### src/rtl/ex_muldiv_pkg.sv
// Shared widths, op codes, FSM state encoding and decode helper for the mul/div unit.
// Optional accumulate ops (MADD/MADDU/MSUB/MSUBU) are enabled by defining MULDIV_MADD_EN.
package ex_muldiv_pkg;

  localparam int unsigned RegBus        = 32;
  localparam int unsigned DoubleBus     = 2 * RegBus;
  localparam logic [RegBus-1:0] ZeroWord = '0;
  localparam logic        RstEnable     = 1'b1;
  localparam int unsigned DivIterations = 32;
  localparam int unsigned DivCntW       = $clog2(DivIterations);

  typedef enum logic [2:0] {
    MdMult  = 3'd0,
    MdMultu = 3'd1,
    MdDiv   = 3'd2,
    MdDivu  = 3'd3,
    MdMadd  = 3'd4,
    MdMaddu = 3'd5,
    MdMsub  = 3'd6,
    MdMsubu = 3'd7
  } md_op_e;

  typedef enum logic [1:0] {
    StIdle   = 2'd0,
    StMulAcc = 2'd1,
    StDivOn  = 2'd2,
    StFinish = 2'd3
  } md_state_e;

  // Accumulate ops decode as reserved unless the feature is built in.
  function automatic logic md_op_supported(md_op_e op);
`ifdef MULDIV_MADD_EN
    md_op_supported = op inside {MdMult, MdMultu, MdDiv, MdDivu,
                                 MdMadd, MdMaddu, MdMsub, MdMsubu};
`else
    md_op_supported = op inside {MdMult, MdMultu, MdDiv, MdDivu};
`endif
  endfunction

endpackage

### src/rtl/ex_muldiv_if.sv
// EX-stage <-> mul/div unit signal bundle; master is the execute stage, slave the unit.
interface ex_muldiv_if;
  import ex_muldiv_pkg::*;

  logic              start;
  logic [2:0]        op;
  logic [RegBus-1:0] opdata1;
  logic [RegBus-1:0] opdata2;
  logic [RegBus-1:0] hi_i;
  logic [RegBus-1:0] lo_i;
  logic              annul;
  logic [RegBus-1:0] result_hi;
  logic [RegBus-1:0] result_lo;
  logic              done;
  logic              stallreq;

  modport master (
    output start, op, opdata1, opdata2, hi_i, lo_i, annul,
    input  result_hi, result_lo, done, stallreq
  );

  modport slave (
    input  start, op, opdata1, opdata2, hi_i, lo_i, annul,
    output result_hi, result_lo, done, stallreq
  );

endinterface

### src/rtl/ex_muldiv_div_core.sv
// Restoring radix-2 divider on unsigned magnitudes: 65-bit {rem, quot} work register,
// 33-bit trial subtractor and iteration counter. Step outputs are the post-step values.
module ex_muldiv_div_core
  import ex_muldiv_pkg::*;
(
  input  logic              clk,
  input  logic              rst,
  input  logic              load_i,
  input  logic              step_i,
  input  logic              flush_i,
  input  logic [RegBus-1:0] dividend_i,
  input  logic [RegBus-1:0] divisor_i,
  output logic              last_o,
  output logic [RegBus-1:0] quot_o,
  output logic [RegBus-1:0] rem_o
);

  logic [DoubleBus:0]   work_q;
  logic [DoubleBus:0]   shifted;
  logic [DoubleBus:0]   work_next;
  logic [RegBus:0]      trial;
  logic [RegBus-1:0]    divisor_q;
  logic [DivCntW-1:0]   cnt_q;
  logic                 unused_rem_msb;

  always_comb begin
    shifted   = work_q << 1;
    trial     = shifted[DoubleBus:RegBus] - {1'b0, divisor_q};
    work_next = trial[RegBus] ? shifted : {trial, shifted[RegBus-1:1], 1'b1};
  end

  // Remainder is always below the divisor, so bit 64 is zero after a step.
  assign unused_rem_msb = work_next[DoubleBus];
  assign quot_o         = work_next[RegBus-1:0];
  assign rem_o          = work_next[DoubleBus-1:RegBus];
  assign last_o         = (cnt_q == DivCntW'(DivIterations - 1));

  always_ff @(posedge clk) begin
    if (rst == RstEnable || flush_i) begin
      work_q    <= '0;
      divisor_q <= ZeroWord;
      cnt_q     <= '0;
    end else if (load_i) begin
      work_q    <= {{(RegBus + 1){1'b0}}, dividend_i};
      divisor_q <= divisor_i;
      cnt_q     <= '0;
    end else if (step_i) begin
      work_q    <= work_next;
      cnt_q     <= cnt_q + 1'b1;
    end
  end

endmodule

### src/rtl/ex_muldiv.sv
// Multi-cycle MULT/MULTU/DIV/DIVU unit for the execute stage, stalling IF..EX until done.
// Define MULDIV_MADD_EN to add MADD/MADDU/MSUB/MSUBU and the MUL_ACC state.
module ex_muldiv
  import ex_muldiv_pkg::*;
(
  input logic        clk,
  input logic        rst,
  ex_muldiv_if.slave md
);

  md_op_e              op;
  md_state_e           state_q;
  logic                op_ok;
  logic                op_signed;
  logic                is_div;
  logic [DoubleBus-1:0] a_ext;
  logic [DoubleBus-1:0] b_ext;
  logic [DoubleBus-1:0] prod;
  logic [RegBus-1:0]   dividend_mag;
  logic [RegBus-1:0]   divisor_mag;
  logic                div_load;
  logic                div_step;
  logic                div_last;
  logic [RegBus-1:0]   div_quot;
  logic [RegBus-1:0]   div_rem;
  logic                quot_neg_q;
  logic                rem_neg_q;
  logic [RegBus-1:0]   result_hi_q;
  logic [RegBus-1:0]   result_lo_q;
  logic                done_q;
  logic                stall;

`ifdef MULDIV_MADD_EN
  logic [DoubleBus-1:0] prod_q;
  logic                 acc_sub_q;
`else
  logic                 unused_acc;
  assign unused_acc = ^{md.hi_i, md.lo_i};
`endif

  assign op        = md_op_e'(md.op);
  assign op_ok     = md_op_supported(op);
  assign op_signed = op inside {MdMult, MdDiv, MdMadd, MdMsub};
  assign is_div    = op inside {MdDiv, MdDivu};

  // Sign- or zero-extend to 64 bits; the low 64 bits of the product are then exact.
  assign a_ext = {{RegBus{op_signed & md.opdata1[RegBus-1]}}, md.opdata1};
  assign b_ext = {{RegBus{op_signed & md.opdata2[RegBus-1]}}, md.opdata2};
  assign prod  = a_ext * b_ext;

  assign dividend_mag = (op_signed && md.opdata1[RegBus-1]) ? ZeroWord - md.opdata1 : md.opdata1;
  assign divisor_mag  = (op_signed && md.opdata2[RegBus-1]) ? ZeroWord - md.opdata2 : md.opdata2;

  assign div_load = (state_q == StIdle) && md.start && !md.annul && is_div &&
                    (md.opdata2 != ZeroWord);
  assign div_step = (state_q == StDivOn) && !md.annul;

  ex_muldiv_div_core u_div_core (
    .clk        (clk),
    .rst        (rst),
    .load_i     (div_load),
    .step_i     (div_step),
    .flush_i    (md.annul),
    .dividend_i (dividend_mag),
    .divisor_i  (divisor_mag),
    .last_o     (div_last),
    .quot_o     (div_quot),
    .rem_o      (div_rem)
  );

  always_ff @(posedge clk) begin
    if (rst == RstEnable) begin
      state_q     <= StIdle;
      result_hi_q <= ZeroWord;
      result_lo_q <= ZeroWord;
      done_q      <= 1'b0;
      quot_neg_q  <= 1'b0;
      rem_neg_q   <= 1'b0;
`ifdef MULDIV_MADD_EN
      prod_q      <= '0;
      acc_sub_q   <= 1'b0;
`endif
    end else begin
      done_q <= 1'b0;
      if (md.annul) begin
        state_q <= StIdle;
      end else begin
        unique case (state_q)
          StIdle: begin
            if (md.start && op_ok) begin
              case (op)
                MdMult, MdMultu: begin
                  {result_hi_q, result_lo_q} <= prod;
                  done_q                     <= 1'b1;
                  state_q                    <= StFinish;
                end
`ifdef MULDIV_MADD_EN
                MdMadd, MdMaddu, MdMsub, MdMsubu: begin
                  prod_q    <= prod;
                  acc_sub_q <= op inside {MdMsub, MdMsubu};
                  state_q   <= StMulAcc;
                end
`endif
                MdDiv, MdDivu: begin
                  quot_neg_q <= op_signed & (md.opdata1[RegBus-1] ^ md.opdata2[RegBus-1]);
                  rem_neg_q  <= op_signed & md.opdata1[RegBus-1];
                  if (md.opdata2 == ZeroWord) begin
                    result_hi_q <= ZeroWord;
                    result_lo_q <= ZeroWord;
                    done_q      <= 1'b1;
                    state_q     <= StFinish;
                  end else begin
                    state_q <= StDivOn;
                  end
                end
                default: ;
              endcase
            end
          end
          StMulAcc: begin
`ifdef MULDIV_MADD_EN
            {result_hi_q, result_lo_q} <= acc_sub_q ? {md.hi_i, md.lo_i} - prod_q
                                                    : {md.hi_i, md.lo_i} + prod_q;
            done_q  <= 1'b1;
            state_q <= StFinish;
`else
            state_q <= StIdle;
`endif
          end
          StDivOn: begin
            if (div_last) begin
              result_lo_q <= quot_neg_q ? ZeroWord - div_quot : div_quot;
              result_hi_q <= rem_neg_q ? ZeroWord - div_rem : div_rem;
              done_q      <= 1'b1;
              state_q     <= StFinish;
            end
          end
          StFinish: state_q <= StIdle;
          default:  state_q <= StIdle;
        endcase
      end
    end
  end

  // Combinational so the pipeline freezes in the same cycle the op is seen.
  always_comb begin
    stall = 1'b0;
    if (rst != RstEnable && !md.annul) begin
      unique case (state_q)
        StIdle:            stall = md.start && op_ok;
        StMulAcc, StDivOn: stall = 1'b1;
        StFinish:          stall = 1'b0;
        default:           stall = 1'b0;
      endcase
    end
  end

  assign md.stallreq  = stall;
  assign md.done      = done_q;
  assign md.result_hi = result_hi_q;
  assign md.result_lo = result_lo_q;

endmodule

### src/flat_wrapper.sv
// flat-port wrapper written by rule: the top's interface ports become plain ports
module ex_muldiv_flat import ex_muldiv_pkg::*;
  (clk, rst, md_start, md_op, md_opdata1, md_opdata2, md_hi_i, md_lo_i, md_annul, md_result_hi, md_result_lo, md_done, md_stallreq);
  ex_muldiv_if md_i ();
  input logic clk;
  input logic rst;
  input wire logic [$bits(md_i.start)-1:0] md_start;
  input wire logic [$bits(md_i.op)-1:0] md_op;
  input wire logic [$bits(md_i.opdata1)-1:0] md_opdata1;
  input wire logic [$bits(md_i.opdata2)-1:0] md_opdata2;
  input wire logic [$bits(md_i.hi_i)-1:0] md_hi_i;
  input wire logic [$bits(md_i.lo_i)-1:0] md_lo_i;
  input wire logic [$bits(md_i.annul)-1:0] md_annul;
  output wire logic [$bits(md_i.result_hi)-1:0] md_result_hi;
  output wire logic [$bits(md_i.result_lo)-1:0] md_result_lo;
  output wire logic [$bits(md_i.done)-1:0] md_done;
  output wire logic [$bits(md_i.stallreq)-1:0] md_stallreq;
  assign md_i.start = md_start;
  assign md_i.op = md_op;
  assign md_i.opdata1 = md_opdata1;
  assign md_i.opdata2 = md_opdata2;
  assign md_i.hi_i = md_hi_i;
  assign md_i.lo_i = md_lo_i;
  assign md_i.annul = md_annul;
  assign md_result_hi = md_i.result_hi;
  assign md_result_lo = md_i.result_lo;
  assign md_done = md_i.done;
  assign md_stallreq = md_i.stallreq;
  ex_muldiv u_core (.clk(clk), .rst(rst), .md(md_i));
endmodule
### config.mk
export PLATFORM = sky130hd
export DESIGN_NAME = ex_muldiv_flat
export DESIGN_NICKNAME = d
export VERILOG_FILES = /design/src/rtl/ex_muldiv_pkg.sv /design/src/rtl/ex_muldiv_if.sv /design/src/rtl/ex_muldiv_div_core.sv /design/src/rtl/ex_muldiv.sv /design/src/flat_wrapper.sv
export SDC_FILE = /design/constraint.sdc
export NUM_CORES = 2
export LEC_CHECK = 0
export ABC_AREA = 1
export ABC_CLOCK_PERIOD_IN_PS = 9940
export BUFFER_PORTS_ARGS = -buffer_cell sky130_fd_sc_hd__buf_4
export CORE_ASPECT_RATIO = 0.9
export CORE_MARGIN = 10
export CORE_UTILIZATION = 30
export DETAILED_ROUTE_END_ITERATION = 8
export RECOVER_POWER = 100
export SLEW_MARGIN = 10
export SYNTH_ARGS = -nofsm -noshare
export SYNTH_HDL_FRONTEND = slang
export SYNTH_HIERARCHICAL = 1
export SYNTH_SLANG_ARGS = --single-unit
### constraint.sdc
create_clock -name clk -period 9.94 [get_ports clk]
set_clock_uncertainty 0.1 [all_clocks]
set_input_delay 2.485 -clock clk [delete_from_list [all_inputs] [get_ports clk]]
set_output_delay 2.485 -clock clk [all_outputs]
set_load 0.02 [all_outputs]
# After elaboration in Yosys (flattened, before gate mapping)

Index checks and enable logic that the tools add are counted.

Output and inout bits: 66
Bits of input ports: 135
Logic and storage cells: 93
Register bits after elaboration: 170

Muxes and demuxes: 28
Multipliers: 1
Eq/ne operators: 13
$add $sub $neg: 6
Reductions and logical operators: 29
Bitwise logic cells: 6

Operators by type and width:

| cell                    | number |
|---|---|
| $mux W32                | 11 |
| $pmux W32 S2            | 4 |
| $sub A1 B32 Y32 const A | 4 |
| $mul A33 B33 Y64        | 1 |
| $mux W64                | 1 |
| $sub A33 B32 Y33        | 1 |
| $logic_not A32 Y1       | 1 |
| $reduce_bool A32 Y1     | 1 |
| $reduce_or A2 Y1        | 6 |
| $logic_and A1 B1 Y1     | 9 |
| $reduce_bool A4 Y1      | 2 |
| $eq A3 B2 Y1 const B    | 2 |
| $eq A3 B3 Y1 const B    | 2 |
| $ne A3 B3 Y1 const B    | 2 |
| $pmux W2 S3             | 1 |
| $reduce_and A6 Y1       | 1 |
| $reduce_bool A2 Y1      | 3 |
| $add A5 B1 Y5 const B   | 1 |
| $eq A5 B5 Y1 const B    | 1 |
| $mux W1                 | 5 |
| $eq A2 B2 Y1 const B    | 2 |
| $mux W2                 | 2 |
| $pmux W1 S2             | 2 |
| $pmux W2 S2             | 1 |
| 14 further kinds        | 17 |

# Longest topological paths before layout

Word-level depth: 7
Mapped depth: 33
Depth with buffers taken out: 31

# Hierarchy

The synthesis kept the hierarchy.

By module, submodules not included:

| module             | seq. area each (µm²) | area each (µm²) | instances | cells each |
|---|---|---|---|---|
| ex_muldiv          | 1381.3               | 46454.6         | 1         | 6239 |
| ex_muldiv_div_core | 2021.9               | 7557.2          | 1         | 1262 |

# Worst setup path before layout

No wires, ideal clock.

Kind: input-to-reg
From: input md_opdata1[31]
To: register u_core.result_hi_q[18] (netlist: u_core/md.result_hi[18])
Setup time: 0.118 ns
Cell stages on the path: 30
Data arrival time: 9.378 ns
Setup slack: 0.344 ns
Cell sequence: buf_2 > clkbuf_1 > nand2_1 > nor2_1 > fa_1 > inv_1 > fa_1 > inv_1 > fa_1 > fa_1 > inv_1 > fa_1 > inv_1 > fa_1 > inv_1 > fa_1 > fa_1 > inv_1 > ha_1 > nand2_1 > nor2_1 > inv_1 > nor3_1 > nand2_1 > nor3_1 > nand2_1 > nand3_1 > nand2_1 > nand3_1 > a21oi_1

Word-level cells in the longest chain between the ends: 5

RTL lines:

| item                 | RTL line          | RTL |
|---|---|---|
| from (decl)          | flat_wrapper.sv:9 | `input wire logic [$bits(md_i.opdata1)-1:0] md_opdata1;` |
| $and A1 B1 Y1        | ex_muldiv.sv:47   | `assign a_ext = {{RegBus{op_signed & md.opdata1[RegBus-1]}}, md.opdata1};` |
| $mul A33 B33 Y64 *   | ex_muldiv.sv:49   | `assign prod = a_ext * b_ext;` |
| $pmux W32 S2 *       | ex_muldiv.sv:91   | `case (op)` |
| $mux W32 *           | ex_muldiv.sv:90   | `if (md.start && op_ok) begin` |
| $pmux W32 S2 *       | ex_muldiv.sv:88   | `unique case (state_q)` |
| to (signal assigned) | ex_muldiv.sv:74   | `result_hi_q <= ZeroWord;` |
| to (signal assigned) | ex_muldiv.sv:93   | `{result_hi_q, result_lo_q} <= prod;` |
| to (signal assigned) | ex_muldiv.sv:108  | `result_hi_q <= ZeroWord;` |
| to (decl)            | ex_muldiv.sv:28   | `logic [RegBus-1:0] result_hi_q;` |

Every way passes the cells marked *; elsewhere a longest branch is shown, timed or not. The select of a mux whose other input is x is not followed.
A chain may end at the register's enable or synchronous reset.

# Worst setup path in the final report

From: input md_op[0]
To: register u_core.result_hi_q[13] (netlist: u_core/md.result_hi[13])

Word-level cells in the longest chain between the ends: 7
Elaborated cells between the ends (all ways): 21

RTL lines:

| item                                    | RTL line                                              | RTL |
|---|---|---|
| from (decl)                             | flat_wrapper.sv:8                                     | `input wire logic [$bits(md_i.op)-1:0] md_op;` |
| $eq A3 B2 Y1 (tied with other cells)    | ex_muldiv_pkg.sv:36, ex_muldiv.sv:43, ex_muldiv.sv:91 |  |
| $reduce_bool A4 Y1                      | ex_muldiv.sv:43                                       | `assign op_signed = op inside {MdMult, MdDiv, MdMadd, MdMsub};` |
| $and A1 B1 Y1, on equally long branches | ex_muldiv.sv:47, ex_muldiv.sv:48                      |  |
| $mul A33 B33 Y64                        | ex_muldiv.sv:49                                       |  |
| $pmux W32 S2                            | ex_muldiv.sv:91                                       |  |
| $mux W32                                | ex_muldiv.sv:90                                       |  |
| $pmux W32 S2                            | ex_muldiv.sv:88                                       |  |

Parallel ways exist; a longest one is shown, timed or not. The select of a mux whose other input is x is not followed.

==> impl_results.md <==
- Dominant synthesized flop cell: dfxtp_1
- Met3 Wirelength: 13900 um
- Total number of yosys warnings: 6
- Slowest cell on the critical path: fa_1
- Status: complete, but fails checks
- Synth async-reset ratio: 0
- CTS Buf Count: 17
- Maximum Capacitance Violations: 3
- Number of cell rows: between 100 and 150
- DR WL/cell: 18.9 um
- Distinct cells, synth: 57
- Final-report hold violation count: 0
- #FFs+latches synth: 170
- Final setup violation count: 0
- Wl on met1: approximately 82000 um
- Max-slew violations: roughly 150
- WHS: 366 ps
- Syn avg cell area: between 7 and 8 um2
- CP Launch Type: input pin
- Vias per std cell: 4.73
- Worst-margin pin slew: approximately 2300 ps
- Layout area overhead: 8.83%
- Flop2flop setup slack: 4500 ps
- Post-DRT Antenna Nets: 0
- Setup_tns: 0 ps
- Total number of H-tree levels: 4
- Die ar.: 197000 um2
- RSZ-0062 raised after global routing: no
- Die outline height: 423 um
- Pre-Repair DR Iteration Count: 6
- Max incr delay on CP: slightly below 600 ps
- Largest net degree at the start of global routing: 81
- Syn_nets: 9015
- Post-CTS setup buffers: 0
- Req. time, crit path: 10230 ps
- TritonCTS Sinks: 170
- CP most frequent cell: fa_1
- I/O pins: 201
- Critical Path Sink Type: flop
- Worst-path fanout max: 14
- Worst skew pair latency: about 460 ps
- Fin nets: between 9000 and 10000
- Violated checks: capacitance limit, slew limit
- Arrival time worst endpoint: 9880 ps
- Reg clk slew, reported paths: approximately 80 ps
- WP buf/inv: 7
- Fmax: 0.104 GHz
- Port Buf Inserts: between 100 and 150
- GRT Overall Usage: 0.189
- Post-synth EDFFs: 0
- Cts hold-fix bufs: 0
- Number of global-route vias before repair: 48291
- Rel. slew slack: -0.519
- Starting Density: 0.302
- Critical path type: input pin to flop
- DR iter-0 viols: around 3900
- Initial antenna violation count: 17
- Tmin final: 9590 ps
- Worst R2R Start: u_core/state_q[0]
- Congestion Overflow GR: 0
- Drt total wl: 187000 um
- Cells after Synth: 7501
- Met2 wire length: 84300 um
- Top Metal Used: met5
- Floorplan core area: 179000 um2
- Routed via count: ~47000
- Hold_sp: u_core/u_div_core/divisor_q[31]
- Worst-case clock buffer depth: 2
- DIE WIDTH: ~470 um
- Sequential share of the synthesized area: 0.0630
- Post-CTS Resized: 0
- Synthesized area: 54000 um2
- DRC viols: 0
- First-pass GRT wire length: a little under 300000 um
- Root Buffer: clkbuf_16
- Post-DP HPWL: 157000 um
- Worst Setup SP: md_op[0]
- GPL Wtd Cong: slightly below 1
- Period utilization: 0.965
- Worst hold path class: flop to flop
- CTS tree: done
- CP top delay family: adder cells
- Share of cells above drive strength 1: 0.0543
path summary, 6_finish.rpt:
| kind | end | cells past startpoint |
|---|---|---|
| min | u_core/u_div_core/divisor_q[31] | 2 |
| min reg2reg | u_core/u_div_core/divisor_q[31] | 2 |
| max reg2reg | u_core/md.result_lo[19] | 11 |
| max | u_core/md.result_hi[13] | 26 |
final cells by class:
type | instances | area, um2
Timing Repair Buffer | 386 | 2850
Fill cell | 19254 | 120000
Multi-Input combinational cell | 4975 | 41500
Tap cell | 2384 | 2980
Clock inverter | 15 | 196
Inverter | 1975 | 7410
Sequential cell | 170 | 3400
Clock buffer | 17 | 425
Antenna cell | 6 | 15.0
cell usage in the layout, fill, tap and decap left out, types with 34 or more instances in the layout:
| master | n |
|---|---|
| o21ai_0 | 153 |
| xor2_1 | 60 |
| clkbuf_1 | 78 |
| ha_1 | 253 |
| xnor2_1 | 34 |
| a21oi_1 | 259 |
| buf_4 | 278 |
| o21ai_1 | 55 |
| fa_1 | 1126 |
| inv_1 | 1964 |
| nor3_1 | 50 |
| dfxtp_1 | 170 |
| nand3_1 | 260 |
| nor2_1 | 452 |
| nand4_1 | 42 |
| nand2_1 | 2047 |
worst min-delay path, cell delays in order (launching register included):
cell and delay (ps):
dfxtp_1 300, inv_1 60, a21oi_1 60
metal layers:
metal,global-route usage,up-vias
met2,0.302,1709
met5,0,-
met3,0.0247,231
met1,0.264,23308
met4,0.0584,2
li1,-,21665
through the flow:
step | util | instance area, um2 | setup WS [ps] | std cells
floorplan | - | 54000 | 344 | 7501
global placement | 0.327 | 58500 | 48.3 | 9890
detailed placement | 0.327 | 58500 | 10.7 | 9890
CTS | 0.331 | 59100 | 476 | 9922
global route | 0.329 | 58800 | 56.7 | 9927
finish | 0.329 | 58800 | 353 | 9928
cells by family after synthesis:
group	count (synthesis)	synth area share
AND/OR/NAND/NOR	2927	0.218
flip-flops	170	0.0630
adder cells (fa/ha/maj)	1379	0.476
AO/OA/AOI/OAI	575	0.0587
XOR/XNOR	94	0.0152
buffers and inverters	2356	0.169
flip-flops by register name, indices dropped and copies added (netlist names):
register,flops
u_core/md.done,1
u_core/md.result_hi,32
u_core/md.result_lo,32
u_core/quot_neg_q,1
u_core/rem_neg_q,1
u_core/state_q,2
u_core/u_div_core/cnt_q,5
u_core/u_div_core/divisor_q,32
u_core/u_div_core/work_q,64
synthesized netlist by cell type, types with 5 or more instances:
| master | number | area share |
|---|---|---|
| a21o_1 | 5 | 0.00070 |
| a31oi_1 | 6 | 0.00070 |
| o21ai_0 | 150 | 0.014 |
| nand2_4 | 5 | 0.0010 |
| buf_4 | 43 | 0.0060 |
| nand3_1 | 258 | 0.024 |
| buf_1 | 77 | 0.0054 |
| nand3b_1 | 7 | 0.00097 |
| o21bai_1 | 30 | 0.0042 |
| xor2_1 | 60 | 0.0097 |
| nor2_1 | 455 | 0.032 |
| clkbuf_1 | 220 | 0.015 |
| nor3_1 | 50 | 0.0046 |
| nor4_1 | 7 | 0.00081 |
| nand3_2 | 11 | 0.0020 |
| o21ai_1 | 58 | 0.0054 |
| o211ai_1 | 12 | 0.0017 |
| nand2_2 | 9 | 0.0010 |
| or2_2 | 14 | 0.0016 |
| a21oi_1 | 259 | 0.024 |
| ha_1 | 253 | 0.059 |
| fa_1 | 1126 | 0.42 |
| nor2_2 | 6 | 0.00070 |
| inv_2 | 10 | 0.00070 |
| buf_2 | 34 | 0.0032 |
| nand2_1 | 2047 | 0.14 |
| inv_1 | 1964 | 0.14 |
| a22oi_1 | 20 | 0.0028 |
| dfxtp_1 | 170 | 0.063 |
| o21a_1 | 11 | 0.0015 |
| nand4_1 | 42 | 0.0049 |
| xnor2_1 | 34 | 0.0055 |
Power is left out: the tool's default activity adds up to more than one toggle a clock period on the data nets, which glitch-free logic cannot reach.
